<file path="config.mk">
export PLATFORM = sky130hd
export DESIGN_NAME = alu_rr_scheduler
export DESIGN_NICKNAME = d
export VERILOG_FILES = /design/src/rtl/alu_rr_scheduler.sv
export SDC_FILE = /design/constraint.sdc
export NUM_CORES = 1
export LEC_CHECK = 0
export ABC_AREA = 1
export CORE_MARGIN = 2
export CORE_UTILIZATION = 43
export CTS_CLUSTER_DIAMETER = 80
export DETAILED_ROUTE_END_ITERATION = 16
export PLACE_DENSITY_LB_ADDON = 0.2
export SYNTH_ARGS = -nofsm -noshare
export SYNTH_HDL_FRONTEND = slang
export SYNTH_SLANG_ARGS = --single-unit
</file>
<file path="constraint.sdc">
create_clock -name clk -period 2.9 [get_ports clk]
set_input_delay 0.87 -clock clk [delete_from_list [all_inputs] [get_ports clk]]
set_output_delay 0.87 -clock clk [all_outputs]
set_load 0.01 [all_outputs]
</file>
<file path="src/rtl/alu_rr_scheduler.sv">
// Round-robin scheduler that shares one ALU among NREQ requesters.
// Each operation is latched, evaluated, and returned with its requester ID on one response channel.
module alu_rr_scheduler #(
  parameter int WIDTH = 4,
  parameter int NREQ  = 4,
  localparam int IDW  = $clog2(NREQ)
) (
  input  logic                  clk,
  input  logic                  rst_n,
  input  logic [NREQ-1:0]       req_valid_i,
  output logic [NREQ-1:0]       req_ready_o,
  input  logic [3*NREQ-1:0]     req_sel_i,
  input  logic [WIDTH*NREQ-1:0] req_a_i,
  input  logic [WIDTH*NREQ-1:0] req_b_i,
  output logic                  rsp_valid_o,
  input  logic                  rsp_ready_i,
  output logic [IDW-1:0]        rsp_id_o,
  output logic [WIDTH:0]        rsp_o,
  output logic                  rsp_carry_o
);

  typedef enum logic [1:0] {
    S_IDLE = 2'd0,
    S_EXEC = 2'd1,
    S_RESP = 2'd2
  } state_e;

  state_e           state_q;
  logic [IDW-1:0]   ptr_q;
  logic [2:0]       sel_q;
  logic [WIDTH-1:0] a_q;
  logic [WIDTH-1:0] b_q;
  logic [IDW-1:0]   id_q;
  logic             rsp_valid_q;
  logic [IDW-1:0]   rsp_id_q;
  logic [WIDTH:0]   rsp_o_q;
  logic             rsp_carry_q;

  logic             gnt_found_s;
  logic [IDW-1:0]   gnt_idx_s;
  logic [IDW-1:0]   cand_s;
  logic             gnt_en_s;
  logic             accept_s;
  logic [IDW-1:0]   ptr_d;
  logic [WIDTH:0]   alu_res_s;

  // Returns {carry, out}; subtraction borrows into the carry bit.
  function automatic logic [WIDTH:0] alu_f(input logic [2:0] sel,
                                           input logic [WIDTH-1:0] a,
                                           input logic [WIDTH-1:0] b);
    logic [WIDTH:0] r;
    case (sel)
      3'b000:  r = {1'b0, a & b};
      3'b001:  r = {1'b0, a | b};
      3'b010:  r = {1'b0, a ^ b};
      3'b011:  r = {1'b0, a} + {1'b0, b};
      default: r = {1'b0, a} - {1'b0, b};
    endcase
    return r;
  endfunction

  // Round-robin search for the first valid requester at or above the pointer.
  always_comb begin
    gnt_found_s = 1'b0;
    gnt_idx_s   = '0;
    cand_s      = '0;
    for (int k = 0; k < NREQ; k++) begin
      cand_s = IDW'((int'(ptr_q) + k) % NREQ);
      if (!gnt_found_s && req_valid_i[cand_s]) begin
        gnt_found_s = 1'b1;
        gnt_idx_s   = cand_s;
      end else begin
        gnt_found_s = gnt_found_s;
      end
    end
  end

  // A grant may be issued from IDLE, or from RESP as the response drains.
  always_comb begin
    gnt_en_s = 1'b0;
    if (state_q == S_IDLE) begin
      gnt_en_s = 1'b1;
    end else if (state_q == S_RESP) begin
      gnt_en_s = rsp_ready_i;
    end else begin
      gnt_en_s = 1'b0;
    end
    accept_s  = gnt_en_s & gnt_found_s;
    ptr_d     = (gnt_idx_s == IDW'(NREQ - 1)) ? '0 : gnt_idx_s + IDW'(1);
    alu_res_s = alu_f(sel_q, a_q, b_q);
  end

  // Ready is forced low while reset is asserted so no handshake can complete.
  always_comb begin
    req_ready_o = '0;
    if (accept_s && rst_n) begin
      req_ready_o[gnt_idx_s] = 1'b1;
    end else begin
      req_ready_o = '0;
    end
  end

  // Scheduler FSM, operand capture and registered response.
  always_ff @(posedge clk or negedge rst_n) begin
    if (!rst_n) begin
      state_q     <= S_IDLE;
      ptr_q       <= '0;
      sel_q       <= 3'b000;
      a_q         <= '0;
      b_q         <= '0;
      id_q        <= '0;
      rsp_valid_q <= 1'b0;
      rsp_id_q    <= '0;
      rsp_o_q     <= '0;
      rsp_carry_q <= 1'b0;
    end else begin
      if (accept_s) begin
        sel_q <= req_sel_i[3*int'(gnt_idx_s) +: 3];
        a_q   <= req_a_i[WIDTH*int'(gnt_idx_s) +: WIDTH];
        b_q   <= req_b_i[WIDTH*int'(gnt_idx_s) +: WIDTH];
        id_q  <= gnt_idx_s;
        ptr_q <= ptr_d;
      end
      case (state_q)
        S_IDLE: begin
          if (accept_s) begin
            state_q <= S_EXEC;
          end
        end
        S_EXEC: begin
          rsp_o_q     <= {1'b0, alu_res_s[WIDTH-1:0]};
          rsp_carry_q <= alu_res_s[WIDTH];
          rsp_id_q    <= id_q;
          rsp_valid_q <= 1'b1;
          state_q     <= S_RESP;
        end
        S_RESP: begin
          if (rsp_ready_i) begin
            rsp_valid_q <= 1'b0;
            state_q     <= accept_s ? S_EXEC : S_IDLE;
          end
        end
        default: begin
          state_q     <= S_IDLE;
          rsp_valid_q <= 1'b0;
        end
      endcase
    end
  end

  assign rsp_valid_o = rsp_valid_q;
  assign rsp_id_o    = rsp_id_q;
  assign rsp_o       = rsp_o_q;
  assign rsp_carry_o = rsp_carry_q;

endmodule

</file>
Word level (Yosys, flattened, before mapping)
Cells that the tools add are included.

Add/sub/neg operators: 6. Multiply operators: 1. Div/mod/pow operators: 0. $lt $le $gt $ge: 6. Equality and inequality tests: 8. Shift operators: 3. Mux-type cells: 29. Bitwise operators: 5. Reductions and logical operators: 12.

Operators by type and width (count): indexed part select 16 x 5 -> 4 bit (2); one-hot mux 5 bit (4 select lines) (1); < comparator 2 x 3 -> 1 bit (second input constant) (5); 2-to-1 mux 2 bit (7); 2-to-1 mux 1 bit (13); indexed part select 12 x 5 -> 3 bit (1); binary-select mux 1 bit (select 2 bit) (4); == test 3 x 2 -> 1 bit (second input constant) (2); one-hot mux 2 bit (3 select lines) (1); adder 4 x 4 -> 5 bit (1); logical AND 1 bit (5); subtractor 4 x 4 -> 5 bit (1); adder 2 x 1 -> 2 bit (second input constant) (2); adder 2 bit (second input constant) (2); bitwise AND 4 bit (1); == test 2 bit (second input constant) (2); multiplier 2 x 2 -> 4 bit (first input constant) (1); 2-to-1 mux 4 bit (1); inequality test 2 bit (second input constant) (2); bitwise OR 4 bit (1); AND reduction 2 bit (2); XOR 4 bit (1); == test 3 x 1 -> 1 bit (second input constant) (1); zero test 1 bit (3); other kinds (8) (8).

Register bits after elaboration: 25. Bits in latches: 0. Memory bits (writable): 0. Memory bits (read-only): 0. Input port bits: 51. Output and inout bits: 13. Word-level logic and storage cells: 80. Memories kept: 0.

Depth between registers and ports, before layout
Depth in word-level cells: 17. Depth in mapped cells: 16. Depth with buffers taken out: 14.

Least setup slack after synthesis
OpenSTA, ideal clock, no wires.

Kind: in2out. Start: input req_valid_i[3]. End: output req_ready_o[1]. Data arrival time: 2.104 ns. Required time: 2.030 ns. Path slack: -0.074 ns. Stages on the path: 13. Path buffers: 1. Path through: inv_1 nand2_1 nand3_1 nand2_2 inv_1 nand2_1 nand2_4 nand3_4 inv_4 buf_6 ha_1 inv_1 nor2_1.

Cells in the longest elaborated chain, start to end: 17. Elaborated cells between the ends (all ways): 30. Classes of those cells: order compare (2); mux (19); bitwise (1); reduce/logical (8).

RTL lines: start: declaration (RTL line 10) `input logic [NREQ-1:0] req_valid_i,`; binary-select mux 1 bit (select 2 bit) (RTL line 69) `if (!gnt_found_s && req_valid_i[cand_s]) begin`; 2-to-1 mux 1 bit (not written as such) (RTL line 69); 2-to-1 mux 1 bit (RTL line 69); zero test 1 bit (RTL line 69); logical AND 1 bit (RTL line 69); 2-to-1 mux 1 bit (RTL line 69); zero test 1 bit (RTL line 69); logical AND 1 bit (RTL line 69); (+2 left out); logical AND 1 bit (RTL line 69); 2-to-1 mux 2 bit (*) (RTL line 69); named net gnt_idx_s[0] (RTL line 40) `logic [IDW-1:0] gnt_idx_s;`; < comparator 2 x 3 -> 1 bit (not written as such) or >= comparator 2 x 1 -> 1 bit (tied branches) (RTL line 97) `req_ready_o[gnt_idx_s] = 1'b1;`; logical AND 1 bit (not written as such) (RTL line 97); 2-to-1 mux 1 bit (not written as such) (RTL line 97); demux 1 bit (select 2 bit) (*) (RTL line 97); 2-to-1 mux 4 bit (*) (RTL line 96) `if (accept_s && rst_n) begin`; end: declaration (RTL line 11) `output logic [NREQ-1:0] req_ready_o,`.

Mark *: on every way through the listed nets, which the timed path passes. The rest lies on a longest branch. The select of a mux whose other input is x is not followed.

Worst setup path in the final report
Start: input req_valid_i[2]. End: output req_ready_o[2].

Cells in the longest elaborated chain, start to end: 17. Elaborated cells between the ends (all ways): 30. Classes of those cells: order compare (2); mux (19); bitwise (1); reduce/logical (8).

RTL lines (RTL line): binary-select mux 1 bit (select 2 bit) (69); 2-to-1 mux 1 bit (not written as such) (69); 2-to-1 mux 1 bit (69); zero test 1 bit (69); logical AND 1 bit (69); 2-to-1 mux 1 bit (69); zero test 1 bit (69); logical AND 1 bit (69); 2-to-1 mux 1 bit (69); zero test 1 bit (69); logical AND 1 bit (69); 2-to-1 mux 2 bit (69); < comparator 2 x 3 -> 1 bit (not written as such) or >= comparator 2 x 1 -> 1 bit (tied branches) (97); logical AND 1 bit (not written as such) (97); 2-to-1 mux 1 bit (not written as such) (97); demux 1 bit (select 2 bit) (97); 2-to-1 mux 4 bit (*) (96).

Every way passes the cells marked *; elsewhere a longest branch is shown, timed or not. The select of a mux whose other input is x is not followed.

==> results.tsv <==
stage	metric	value	unit
synthesis	Post-Syn Nets	403	
finish	sequential cell area	627	µm²
clocking	clock root buffer	clkbuf_8	
finish	area of the multi-input gates	0.00145	mm²
grt	first-pass GRT wire length	8970	µm
worst_setup_path	Crit. End Element	output pin	
timing	final hold violations	0	
worst_setup_path	CP max-delay cell	buf_4	
detailed_routing	WL/cell	11.5	µm
worst_setup_path	Worst Path Max Fanout	4	
finish	most frequent cells in the layout	nand2_1, clkdlybuf4s50_1, inv_1	
finish	share of cells above drive strength 1	21.6	%
pwr	Seq pwr share	16.5	%
place	Buffers on Ports	62	
run_status	outcome	finished with violations	
hold_path	Min-Delay Path Depth	2	
finish	fill count	463	
worst_setup_path	Setup CP Type	input port to output pin	
pwr	power share of the combinational group	78.6	%
pwr	NetSw	2.22	mW
worst_setup_path	FF-to-FF Start	b_q[1]	
synthesis	Mapped Area	0.00220	mm²
pwr	Power Total	4.23	mW
worst_setup_path	worst-path cell chain	buf_6 > inv_4 > nand2_1 > nand2_2 > nand2_1 > nand2_1 > nand2_2 > nand3_2 > nand3_4 > buf_4 > ha_4 > inv_2 > nor2_2 > buf_2	
worst_setup_path	r2r endpoint	rsp_carry_o	
finish	n_diodes	0	
synthesis	mean cell area of the mapped netlist	6.56	µm²
pwr	Power Density	1320	mW/mm²
timing	Final WS setup	-124	ps
pwr	Sw Ratio	52.4	%
synthesis	synth top area cells	dfrtp_1, nand2_1, ha_1	
synthesis	ys flop type	dfrtp_1	
place	pre-CTS setup slack	-941	ps
hold_path	Worst Hold Class	flip-flop to flip-flop	
clocking	clk_lat worst skew	270	ps
finish	Final #Nets	485	
synthesis	Seq/Total Area, Yosys	28.5	%
grt	largest net degree at the start of global routing	26	
detailed_routing	routed vias/inst	4.78	
grt	initial antenna violation count	0	
detailed_routing	Post-DRT Antenna Nets	0	
detailed_routing	WL final	5600	µm
floorplanning	Die ar.	0.00570	mm²
pwr	Clock Power Share	4.9	%
synthesis	Post-synth EDFFs	0	
hold_path	hold_sp	rsp_carry_o	
clocking	htree depth	1	
clocking	Clock Tree Buf Depth	2	
worst_setup_path	Critical Path Max Stage Delay	160	ps
synthesis	synth unique cells	35	
place	routability cong.	0.930	
timing	setup_tns	-430	ps
worst_setup_path	depth of the most critical reg-to-reg path	11	
worst_setup_path	Critical Path RT	2030	ps
pwr	Pleak	1.65	nW
detailed_routing	iteration count of the initial detailed-routing pass	4	
clocking	CTS Sinks	25	
floorplanning	I/O pin total	64	
timing	setup violators final	4	
timing	fin crit period	3020	ps
timing	final period utilization	104	%
flow_run	Max-Cap Viols	0	
worst_setup_path	delay-heaviest family, CP	simple AND/OR/NAND/NOR gates	
timing	RSZ-0062 raised after global routing	yes	
worst_setup_path	WP buf/inv	5	
timing	f_max	331	MHz
finish	area delta synth->final	45.9	%
hold_path	Hold Path End	rsp_carry_o	
detailed_routing	vias	2325	
timing	clock skew	7.83	ps
clocking	TritonCTS buffer count	3	
grt	number of global-route vias before repair	2070	
synthesis	asr flop ratio synth	100	%
finish	final non-filler cell total	486	
floorplanning	CORE AREA	0.00501	mm²
worst_setup_path	slack of the worst reg-to-reg path	730	ps
synthesis	Synth Warn #	0	
grt	All-Layer GR Usage	20.1	%
finish	commonest non-fill, non-tap cell in the layout	nand2_1	
synthesis	synthesized instance count	335	
worst_setup_path	CP startpoint kind	input port	
worst_setup_path	CP dominant cell by count	nand2_1	
clocking	Hold Buf Count CTS	0	
detailed_routing	drc violations	0	
synthesis	post-synth top area cell	dfrtp_1	
run_status	failing checks	setup timing	
floorplanning	Initial Util	43.9	%
timing	Slew Limit Fails	0	
clocking	Worst-path clk slew	80	ps
pwr	worst vdd ir	0.000871	V
grt	total global routing overflow	0	
timing	hold_ws	487	ps
floorplanning	Die Y	75.5	µm
clocking	CTS tree	done	
synthesis	#FFs+latches synth	25	
finish	fin util	64.0	%
floorplanning	Placement Rows	26	
worst_setup_path	Critical Path AT	2150	ps
place	post-placement cell count	476	
synthesis	Synth top area share	28.5	%
place	hpwl dp	4150	µm
pwr	Cell Int Power	2.01	mW
place	DP Area	0.00299	mm²
floorplanning	Die X	75.5	µm
detailed_routing	drt initial violations	85	
finish	Finished Cell Area	0.00321	mm²
## worst max path at each step
stage / endpoint / slack [ps] / startpoint / depth (start not counted)
2_1_floorplan: req_ready_o[1] / 2 / req_valid_i[3] / 12
3_3_place_gp: req_ready_o[2] / -870 / req_valid_i[3] / 14
3_5_place_dp: req_ready_o[2] / -940 / req_valid_i[3] / 14
4_1_cts: req_ready_o[3] / -100 / req_valid_i[3] / 14
5_1_grt: req_ready_o[3] / -200 / req_valid_i[0] / 14
6_report: req_ready_o[2] / -120 / req_valid_i[2] / 14
## sequential cells by signal (all words and copies together), names as in the netlist
| signal | cells |
|---|---|
| state_q | 2 |
| a_q | 4 |
| rsp_id_o | 2 |
| id_q | 2 |
| rsp_o | 4 |
| b_q | 4 |
| rsp_valid_o | 1 |
| ptr_q | 2 |
| sel_q | 3 |
| rsp_carry_o | 1 |
## power groups by stage
stage / combinational, mW / sequential [mW] / clock, mW
after detailed placement: 2.95 / 0.706 / 0
after global placement: 2.90 / 0.699 / 0
final: 3.33 / 0.698 / 0.207
after CTS: 3.19 / 0.695 / 0.214
after floorplan: 2.16 / 0.684 / 0
after global routing: 3.74 / 0.724 / 0.227
## area by class of cell
| cell class | instances | share of cell area, % |
|---|---|---|
| Sequential cell | 25 | 19.5 |
| Clock buffer | 3 | 1.29 |
| Multi-Input combinational cell | 252 | 45.3 |
| Inverter | 52 | 6.71 |
| Tap cell | 70 | 2.73 |
| Timing Repair Buffer | 83 | 24.3 |
| Clock inverter | 1 | 0.156 |
## cells by family (layout without fill, tap and decap cells)
| family | after synthesis | count (layout) | synth area share, % |
|---|---|---|---|
| simple gates | 203 | 203 | 40.5 |
| buf+inv | 58 | 139 | 11.8 |
| compound gates | 27 | 27 | 7.46 |
| flops | 25 | 25 | 28.5 |
| fa+ha+maj | 17 | 17 | 10.0 |
| xor+xnor | 4 | 4 | 1.59 |
| other cells | 1 | 1 | 0.171 |
## cells in the mapped netlist, drive strengths merged (5+ instances only)
master	instances
inv	52
ha	16
nand3	26
nand4	6
o21ai	10
nor2	24
nand2	145
buf	6
a21oi	5
dfrtp	25
## what timing repair did
action,4_1_cts,5_1_grt
pin swaps,21,11
setup endpoints to repair,4,4
resized for setup,67,12
setup buffers,5,1
hold endpoints to repair,0,0
## metal layers
layer	track usage (%)	part of all wire, %	vias up
met5	0	0	-
met4	7.41	2.4	0
met3	2.51	4.3	15
met2	31.0	46	77
met1	28.8	47	1029
li1	-	-	1204
## worst register-to-register path, delay by kind of cell, from the launching register on
family | cells | cell delay [ps]
compound gates | 3 | 430
xor+xnor | 1 | 120
fa+ha+maj | 2 | 690
buf+inv | 2 | 200
flops | 1 | 400
simple gates | 3 | 240
Power figures use the tool's default switching activity.
